$ cat src/rtl/gpio_stream_pkg.sv
// Shared types and constants for the GPIO-to-UART byte streamer.
package gpio_stream_pkg;

    localparam int UART_DATA_BITS       = 8;
    localparam int DEFAULT_CLKS_PER_BIT = 434;

    typedef enum logic [2:0] {
        S_IDLE,
        S_START,
        S_DATA,
        S_PARITY,
        S_STOP
    } uart_state_t;

endpackage

$ cat src/rtl/gpio_uart_streamer_byte_fifo.sv
// Synchronous byte FIFO; occupancy count tells full from empty.
module byte_fifo #(
    parameter int DEPTH = 16
) (
    input  logic                     clk,
    input  logic                     rst,
    input  logic                     push,
    input  logic [7:0]               din,
    input  logic                     pop,
    output logic [7:0]               dout,
    output logic                     full,
    output logic                     empty,
    output logic [$clog2(DEPTH):0]   count
);

    localparam int AW = $clog2(DEPTH);

    logic [7:0]    mem_q [DEPTH];
    logic [AW-1:0] wr_ptr_q, wr_ptr_d;
    logic [AW-1:0] rd_ptr_q, rd_ptr_d;
    logic [AW:0]   count_q, count_d;
    logic          do_push, do_pop;

    assign full  = (count_q == (AW+1)'(DEPTH));
    assign empty = (count_q == '0);
    assign count = count_q;
    assign dout  = mem_q[rd_ptr_q];

    // A pop frees the slot, so a full FIFO may still take a byte.
    assign do_pop  = pop & ~empty;
    assign do_push = push & (~full | do_pop);

    always_comb begin
        wr_ptr_d = do_push ? wr_ptr_q + AW'(1) : wr_ptr_q;
        rd_ptr_d = do_pop  ? rd_ptr_q + AW'(1) : rd_ptr_q;
        count_d  = count_q;
        if (do_push && !do_pop) count_d = count_q + (AW+1)'(1);
        if (do_pop && !do_push) count_d = count_q - (AW+1)'(1);
    end

    always_ff @(posedge clk) begin
        if (rst) begin
            wr_ptr_q <= '0;
            rd_ptr_q <= '0;
            count_q  <= '0;
        end else begin
            wr_ptr_q <= wr_ptr_d;
            rd_ptr_q <= rd_ptr_d;
            count_q  <= count_d;
        end
    end

    always_ff @(posedge clk) begin
        if (do_push) mem_q[wr_ptr_q] <= din;
    end

endmodule

$ cat src/rtl/gpio_uart_streamer.sv
// Buffers GPIO write bytes and sends them as UART frames (8N1).
// Define GPIO_STREAM_PARITY_EN for 8E1 framing.
module gpio_uart_streamer
    import gpio_stream_pkg::*;
#(
    parameter int CLKS_PER_BIT = DEFAULT_CLKS_PER_BIT,
    parameter int FIFO_DEPTH   = 16
) (
    input  logic                          clk,
    input  logic                          rst,
    input  logic                          GPIOEn,
    input  logic [7:0]                    GPIO,
    input  logic [31:0]                   GPIOaddr,
    output logic                          tx,
    output logic                          busy,
    output logic                          overflow,
    output logic [$clog2(FIFO_DEPTH):0]   fifo_count,
    output logic [31:0]                   last_addr
);

    localparam int CW = $clog2(CLKS_PER_BIT);
    localparam int BW = $clog2(UART_DATA_BITS);
    localparam logic [CW-1:0] CNT_MAX  = CW'(CLKS_PER_BIT - 1);
    localparam logic [BW-1:0] LAST_BIT = BW'(UART_DATA_BITS - 1);

    uart_state_t   state_q, state_d;
    logic [CW-1:0] cnt_q, cnt_d;
    logic [BW-1:0] bit_q, bit_d;
    logic [7:0]    shift_q, shift_d;
    logic          par_q, par_d;
    logic          tx_q, tx_d;
    logic          busy_q, busy_d;
    logic          overflow_q, overflow_d;
    logic [31:0]   last_addr_q, last_addr_d;

    logic          pop, push_ok, bit_end;
    logic [7:0]    fifo_dout;
    logic          fifo_full, fifo_empty;

    byte_fifo #(.DEPTH(FIFO_DEPTH)) u_fifo (
        .clk   (clk),
        .rst   (rst),
        .push  (push_ok),
        .din   (GPIO),
        .pop   (pop),
        .dout  (fifo_dout),
        .full  (fifo_full),
        .empty (fifo_empty),
        .count (fifo_count)
    );

    always_comb begin
        state_d = state_q;
        bit_d   = bit_q;
        shift_d = shift_q;
        par_d   = par_q;
        tx_d    = tx_q;
        pop     = 1'b0;
        bit_end = (cnt_q == CNT_MAX);
        cnt_d   = bit_end ? '0 : cnt_q + CW'(1);
        unique case (state_q)
            S_IDLE: begin
                cnt_d = '0;
                tx_d  = 1'b1;
                if (!fifo_empty) begin
                    pop     = 1'b1;
                    shift_d = fifo_dout;
                    par_d   = ^fifo_dout;
                    state_d = S_START;
                    tx_d    = 1'b0;
                end
            end
            S_START: if (bit_end) begin
                state_d = S_DATA;
                bit_d   = '0;
                tx_d    = shift_q[0];
            end
            S_DATA: if (bit_end) begin
                if (bit_q == LAST_BIT) begin
`ifdef GPIO_STREAM_PARITY_EN
                    state_d = S_PARITY;
                    tx_d    = par_q;
`else
                    state_d = S_STOP;
                    tx_d    = 1'b1;
`endif
                end else begin
                    shift_d = shift_q >> 1;
                    tx_d    = shift_q[1];
                    bit_d   = bit_q + BW'(1);
                end
            end
            S_PARITY: if (bit_end) begin
                state_d = S_STOP;
                tx_d    = 1'b1;
            end
            S_STOP: if (bit_end) begin
                // Chain straight into the next frame when data is waiting.
                if (!fifo_empty) begin
                    pop     = 1'b1;
                    shift_d = fifo_dout;
                    par_d   = ^fifo_dout;
                    state_d = S_START;
                    tx_d    = 1'b0;
                end else begin
                    state_d = S_IDLE;
                    tx_d    = 1'b1;
                end
            end
            default: begin
                state_d = S_IDLE;
                tx_d    = 1'b1;
            end
        endcase

        push_ok     = GPIOEn & (~fifo_full | pop);
        // Whenever the FSM rests in IDLE the FIFO is empty, so only a push keeps it busy.
        busy_d      = (state_d != S_IDLE) | push_ok;
        overflow_d  = overflow_q | (GPIOEn & ~push_ok);
        last_addr_d = push_ok ? GPIOaddr : last_addr_q;
    end

    always_ff @(posedge clk) begin
        if (rst) begin
            state_q     <= S_IDLE;
            cnt_q       <= '0;
            bit_q       <= '0;
            shift_q     <= '0;
            par_q       <= 1'b0;
            tx_q        <= 1'b1;
            busy_q      <= 1'b0;
            overflow_q  <= 1'b0;
            last_addr_q <= '0;
        end else begin
            state_q     <= state_d;
            cnt_q       <= cnt_d;
            bit_q       <= bit_d;
            shift_q     <= shift_d;
            par_q       <= par_d;
            tx_q        <= tx_d;
            busy_q      <= busy_d;
            overflow_q  <= overflow_d;
            last_addr_q <= last_addr_d;
        end
    end

    assign tx        = tx_q;
    assign busy      = busy_q;
    assign overflow  = overflow_q;
    assign last_addr = last_addr_q;

endmodule

$ cat config.mk
export PLATFORM = sky130hd
export DESIGN_NAME = gpio_uart_streamer
export DESIGN_NICKNAME = d
export VERILOG_FILES = /design/src/rtl/gpio_stream_pkg.sv /design/src/rtl/gpio_uart_streamer_byte_fifo.sv /design/src/rtl/gpio_uart_streamer.sv
export SDC_FILE = /design/constraint.sdc
export NUM_CORES = 1
export LEC_CHECK = 0
export ABC_AREA = 1
export ABC_CLOCK_PERIOD_IN_PS = 3050
export CAP_MARGIN = 20
export CORE_MARGIN = 2
export CORE_UTILIZATION = 40
export DETAILED_ROUTE_END_ITERATION = 8
export GPL_TIMING_DRIVEN = 0
export PLACE_DENSITY = 0.6
export SLEW_MARGIN = 25
export SYNTH_ARGS = -nofsm -noshare
export SYNTH_HDL_FRONTEND = slang
export SYNTH_SLANG_ARGS = --single-unit
$ cat constraint.sdc
create_clock -name clk -period 3.05 [get_ports clk]
set_clock_uncertainty 0.15 [all_clocks]
set_input_delay 0.61 -clock clk [delete_from_list [all_inputs] [get_ports clk]]
set_output_delay 0.61 -clock clk [all_outputs]
set_load 0.05 [all_outputs]
# Word-level counts from Yosys, hierarchy flattened
# Memories as Yosys holds them, arrays and structs flattened. A register that Yosys moved wholly into a read port is not among the register bits.
# Cells that the tools add are included.
dict set report totals {
  ff_bits 71
  mem_bits_rw 128
  elab_cells 88
  memories 1
}
# name words word_bits read_ports rd_ports_with_merged_regs wr line_no
set mem_list {}
lappend mem_list {u_fifo.mem_q 16 8 1 1 1 gpio_uart_streamer_byte_fifo.sv:18} ;# logic [7:0] mem_q [DEPTH];
dict set report classes {
  add_sub_neg 6
  eq_ne 12
  muxes 33
  bitwise_logic 11
  n_reduce_logical 14
}
# cell count
set ops {}
lappend ops {{two-way mux 8 bit} 4}
lappend ops {{two-way mux 3 bit} 9}
lappend ops {{one-hot mux 8 bit (3 select lines)} 1}
lappend ops {{one-hot mux 3 bit (5 select lines)} 1}
lappend ops {{AND reduction 4 bit} 3}
lappend ops {{two-way mux 1 bit} 11}
lappend ops {{two-way mux 5 bit} 2}
lappend ops {{!= test 2 bit, second input constant} 5}
lappend ops {{adder 9 x 1 -> 9 bit, second input constant} 1}
lappend ops {{== test 9 bit, second input constant} 1}
lappend ops {{adder 4 x 1 -> 4 bit, second input constant} 2}
lappend ops {{two-way mux 4 bit} 2}
lappend ops {{== test 3 x 2 -> 1 bit, second input constant} 2}
lappend ops {{== test 3 bit, second input constant} 2}
lappend ops {{one-hot mux 3 bit (2 select lines)} 1}
lappend ops {{nonzero test 3 bit} 2}
lappend ops {{adder 5 x 1 -> 5 bit, second input constant} 1}
lappend ops {{== test 5 bit, second input constant} 1}
lappend ops {{logical NOT 5 bit} 1}
lappend ops {{one-hot mux 1 bit (5 select lines)} 1}
lappend ops {{subtractor 5 x 1 -> 5 bit, second input constant} 1}
lappend ops {{bitwise AND 1 bit} 4}
lappend ops {{bitwise OR 1 bit} 4}
lappend ops {{nonzero test 2 bit} 2}
lappend ops {{8 further kinds} 12}

# Logic depth before layout (Yosys ltp)
dict set report logic_depth {
  word_depth 10
  ltp_mapped 20
  mapped_depth_nobuf 18
}

# Hierarchy
# From an unflattened synthesis, not the netlist that was laid out.
dict set report hier_totals {
  hier_cells 877
  hier_area_um2 8697.1
}
# module instances cells_per_inst area_per_inst_um2 seq_area_each_um2
set by_module_without_submodules {}
lappend by_module_without_submodules {byte_fifo 1 539 6218.5 4184.0}
lappend by_module_without_submodules {gpio_uart_streamer 1 338 2478.6 1161.1}

# Least setup slack after synthesis
# OpenSTA, ideal clock, no wires.
dict set report synth_timing {
  path_type {register to register}
  startpoint {register cnt_q[0]}
  endpoint {register u_fifo.count_q[4] (netlist: u_fifo.count[4])}
  setup_ps 132
  t_arrival_ps 2483
  t_required_ps 2768
  slack_ps 284
  stages_incl_launch_ff 20
  path_buffers 2
  synth_period_minus_slack_ps 2766
  cell_sequence {dfxtp_1 > ha_1 > nand2_1 > nor2_2 > nand3_2 > nand2_2 > nand2_4 > nand2_2 > nand2_4 > buf_6 > buf_6 > ha_1 > xor2_1 > ha_1 > a21o_1 > nand3_1 > nand2_1 > xor2_1 > nand2_1 > a21oi_1}
}
dict set report synth_between {
  elab_chain_len 9
  elab_cells_between_ends 14
}
# item line_no
set synth_lines {}
lappend synth_lines {{start: declaration} gpio_uart_streamer.sv:27} ;# logic [CW-1:0] cnt_q, cnt_d;
lappend synth_lines {{start signal: assignment} gpio_uart_streamer.sv:136} ;# cnt_q <= cnt_d;
lappend synth_lines {{== test 9 bit (*)} gpio_uart_streamer.sv:59} ;# bit_end = (cnt_q == CNT_MAX);
lappend synth_lines {{two-way mux 1 bit (*)} gpio_uart_streamer.sv:97} ;# S_STOP: if (bit_end) begin
lappend synth_lines {{one-hot mux 1 bit (2 select lines) (*)} gpio_uart_streamer.sv:61} ;# unique case (state_q)
lappend synth_lines {{bitwise OR 1 bit or bitwise AND 1 bit (tied branches)} {gpio_uart_streamer.sv:116, gpio_uart_streamer_byte_fifo.sv:30}}
lappend synth_lines {{bitwise AND 1 bit or bitwise OR 1 bit (tied branches)} {gpio_uart_streamer.sv:116, gpio_uart_streamer_byte_fifo.sv:31}}
lappend synth_lines {{bitwise AND 1 bit} gpio_uart_streamer_byte_fifo.sv:31} ;# assign do_push = push & (~full | do_pop);
lappend synth_lines {{logical NOT 1 bit} gpio_uart_streamer_byte_fifo.sv:38} ;# if (do_pop && !do_push) count_d = count_q - (AW+1)'(1);
lappend synth_lines {{logical AND 1 bit} gpio_uart_streamer_byte_fifo.sv:38}
lappend synth_lines {{two-way mux 5 bit or nonzero test 2 bit (tied branches)} n/a}
lappend synth_lines {{end signal: assignment} gpio_uart_streamer_byte_fifo.sv:49} ;# count_q <= count_d;
lappend synth_lines {{end: declaration} gpio_uart_streamer_byte_fifo.sv:21} ;# logic [AW:0] count_q, count_d;
# Every way passes the cells marked *; elsewhere a longest branch is shown, timed or not.
# A chain may end at the register's enable or synchronous reset.

# Final worst setup path
dict set report layout_timing {
  startpoint {register cnt_q[1]}
  endpoint {register u_fifo.count_q[4] (netlist: u_fifo.count[4])}
}
# Same word-level chain as after synthesis.

==> results_dict.tcl <==
set metrics [dict create \
    utilization 0.500 \
    holdWs_ns 0.301 \
    arrival_ns 3.07 \
    slew_headroom 0.338 \
    dpl.hpwl_um 13800 \
    grt_first_pass_wirelength_um 31900 \
    ys_warn_count 0 \
    cp-end-kind "flop" \
    synth_edf_count 128 \
    num_vias 6394 \
    syn_area_um2 8690 \
    worstPathMaxFanout 11 \
    grtUsageTotal 0.179 \
    grt_pass1_vias 6161 \
    grt_max_degree 17 \
    post_cts_buffers 0 \
    fin_cells 1328 \
    fillers 1958 \
    rows 53 \
    portBuffers 82 \
    ios 83 \
    ctsHoldBuffers 0 \
    path_delay_family "simple AND/OR/NAND/NOR gates" \
    nNetsFinal 1093 \
    top_usage_layer "met2" \
    rr_startpoint "cnt_q[1]$_SDFF_PP0_" \
    die-width_um 151 \
    use_met2 0.296 \
    cts_made_buffers 22 \
    cts_buffer_depth 3 \
    syn_to_final_growth_pct 21.7 \
    gp_congestion 0.800 \
    overflow 0 \
    worstSetupStartpoint "cnt_q[1]$_SDFF_PP0_" \
    ff2ff_setup_slack_ns 0.19 \
    r2r-end "u_fifo.count[4]$_SDFFE_PP0P_" \
    drc_errors 0 \
    wirelength_um 20200 \
    cts_tree "built" \
    drtIter0Drc 390 \
    antenna_found_initial 0 \
    slew_violations 0 \
    syn_nets 987 \
    clockRootBuffer "clkbuf_16" \
    n_antenna_cell 0 \
    leakagePower_nw 4.26 \
    synth_seq_cells 203 \
    synth_cells 931 \
    yosysUniqueCellTypes 39 \
    drive_gt1_frac 0.0731 \
    clock-sinks 203 \
    crit_type "reg2reg" \
    ant_nets 0 \
    path_cells "inv_1, ha_1, nand2_1, nor2_2, nand3_2, nand2_4, nand2_4, nand2_2, nand2_4, buf_6, buf_6, ha_4, xor2_2, ha_1, a21o_1, nand3_1, nand2_1, xor2_1, nand2_1, a21oi_1" \
    final-setup-viol-count 0 \
    wl_per_cell_um 15.2 \
    ff2ff_path_depth 20 \
    slowest_delay_ns 0.33 \
    grt_use_met1 0.239 \
    p_per_area_nw_per_um2 763 \
    status "completed" \
    syn_avg_cell_area_um2 9.33 \
    power_w 0.00807 \
    worstMarginPinSlew_ns 0.989 \
    htreeDepth 1 \
    crit_slowest_cell "dfxtp_1" \
    critical_path_buf_inv_count 3 \
    die_y_um 151 \
    fp.coreArea_um2 21200 \
    insertion_delay_ns 0.52 \
    required_ns 3.26 \
    clk_pin_slew_ns 0.06 \
    start_kind "flop" \
    synth-seq-area-share 0.615 \
    hold_violations 0 \
    grt_use_met3 0.0506 \
    ir_drop_v 0.000412 \
    initial_core_util 0.411 \
    die_area_um2 22900 \
    cap_violations 0 \
    synthFlopType "edfxtp_1" \
    drtPass1Iterations 5 \
    rsz0062_at_grt "yes" \
    routed_via_density 4.81 \
    hold_path_class "reg2reg" \
    dpl.cell_count 1288 \
    async_reset_ff_frac 0 \
    fin_crit_sh 0.938 \
    crit_end "u_fifo.count[4]$_SDFFE_PP0P_" \
    period_needed_ns 2.86 \
    fmax_ghz 0.350 \
    path_depth 20 \
]
## flip-flops by register name, summed over array words and instances (netlist names), named ones only
signal / count
shift_q: 8
busy: 1
tx: 1
u_fifo.rd_ptr_q: 4
cnt_q: 9
u_fifo.count: 5
overflow: 1
bit_q: 3
state_q: 3
last_addr: 32
u_fifo.wr_ptr_q: 4
u_fifo.mem_q: 128
## layout by cell type, fill, tap and decap left out, types with 2 or more instances in the layout
| master | netlist | routed |
|---|---|---|
| nand4_1 | 3 | 3 |
| xor2_1 | 8 | 7 |
| nor2_1 | 134 | 133 |
| edfxtp_1 | 128 | 128 |
| nand3_2 | 3 | 3 |
| a211oi_1 | 3 | 3 |
| buf_2 | 13 | 13 |
| buf_6 | 3 | 3 |
| xnor2_1 | 2 | 2 |
| inv_1 | 91 | 91 |
| clkbuf_16 | 0 | 22 |
| nand2_1 | 218 | 218 |
| a21oi_2 | 2 | 2 |
| clkbuf_1 | 19 | 28 |
| dfxtp_1 | 75 | 74 |
| ha_1 | 13 | 12 |
| o21ai_1 | 6 | 6 |
| nand2_4 | 2 | 3 |
| nor2_4 | 2 | 2 |
| clkinv_2 | 1 | 3 |
| o21ai_0 | 50 | 50 |
| nand2_2 | 3 | 2 |
| buf_1 | 4 | 4 |
| o211ai_1 | 7 | 7 |
| nand3_1 | 94 | 94 |
| inv_2 | 3 | 3 |
| buf_8 | 2 | 2 |
| a21oi_1 | 25 | 25 |
| clkdlybuf4s50_1 | 0 | 82 |
| clkbuf_8 | 0 | 6 |
| nor3_1 | 2 | 2 |
| or2_2 | 2 | 2 |
| nor2_2 | 4 | 5 |
## area by class of cell
class	count	area [µm²]	area share
inverter	95	358	0.0338
timing repair buffer	82	821	0.0776
tap	275	344	0.0325
buffer	42	223	0.0211
clock buffer	37	667	0.0631
clock inverter	3	26.3	0.00248
sequential	203	5350	0.506
multi-input combinational	591	2790	0.264
## where the power goes
part / switching [W] / internal, W / total (W)
sequential: 0.000117 / 0.00311 / 0.00323
combinational: 0.00156 / 0.000761 / 0.00232
clock: 0.00104 / 0.00149 / 0.00252
total: 0.00271 / 0.00536 / 0.00807
## per-stage QoR
stage | setup slack [ns] | instance area [µm²] | setup TNS, ns
2_1_floorplan | 0.284 | 8690 | 0
3_3_place_gp | 0.00315 | 9850 | 0
3_5_place_dp | -0.00849 | 9850 | -0.00849
4_1_cts | 0.0264 | 10500 | 0
5_1_grt | -0.0219 | 10600 | -0.230
6_report | 0.190 | 10600 | 0
## how the worst min path moves through the flow
stage                       startpoint                       to  slack [ns]  depth (start not counted)
3_3_place_gp       overflow$_SDFF_PP0_      overflow$_SDFF_PP0_        0.30                          2
2_1_floorplan  shift_q[2]$_SDFFE_PP0P_  shift_q[2]$_SDFFE_PP0P_        0.29                          2
3_5_place_dp   shift_q[2]$_SDFFE_PP0P_  shift_q[2]$_SDFFE_PP0P_        0.31                          2
4_1_cts            cnt_q[0]$_SDFF_PP0_      cnt_q[0]$_SDFF_PP0_        0.31                          1
6_report           cnt_q[0]$_SDFF_PP0_      cnt_q[0]$_SDFF_PP0_        0.30                          1
5_1_grt            cnt_q[0]$_SDFF_PP0_      cnt_q[0]$_SDFF_PP0_        0.33                          1
## timing repair
action / in CTS / in global routing
endpoints found under the setup margin: 1 / 23
pin swaps: 0 / 0
gates resized for setup: 1 / 5
## kinds of logic (layout without fill, tap and decap cells)
kind of cell / count (synthesis) / count (layout) / share of synthesized area
DFF: 203 / 203 / 0.615
xor gates and xnor gates: 10 / 10 / 0.0101
buffers and inverters: 137 / 259 / 0.0668
and+or+nand+nor: 471 / 471 / 0.229
AOI/OAI and AO/OA: 97 / 97 / 0.0608
adders and majority gates: 13 / 13 / 0.0187
## cells in the mapped netlist (3+ instances only)
cell,n,share of area
nand2_2,3,0.0022
nand3_1,94,0.054
o21ai_0,50,0.029
nand2_1,218,0.094
dfxtp_1,75,0.17
buf_6,3,0.0039
inv_1,91,0.039
buf_2,13,0.0075
buf_1,4,0.0017
nor2_1,134,0.058
nand3_2,3,0.0035
nand4_1,3,0.0022
edfxtp_1,128,0.44
inv_2,3,0.0013
o211ai_1,7,0.0060
clkbuf_1,19,0.0082
ha_1,13,0.019
nor2_2,4,0.0029
o21ai_1,6,0.0035
a211oi_1,3,0.0026
xor2_1,8,0.0081
a21oi_1,25,0.014
## routing by layer
metal / wire (µm) / up-vias
li1: - / 3256
met1: 9060 / 2923
met2: 9200 / 193
met3: 1680 / 22
met4: 228 / 0
met5: 0 / -
Note: power is estimated with default switching activity, not from simulation.
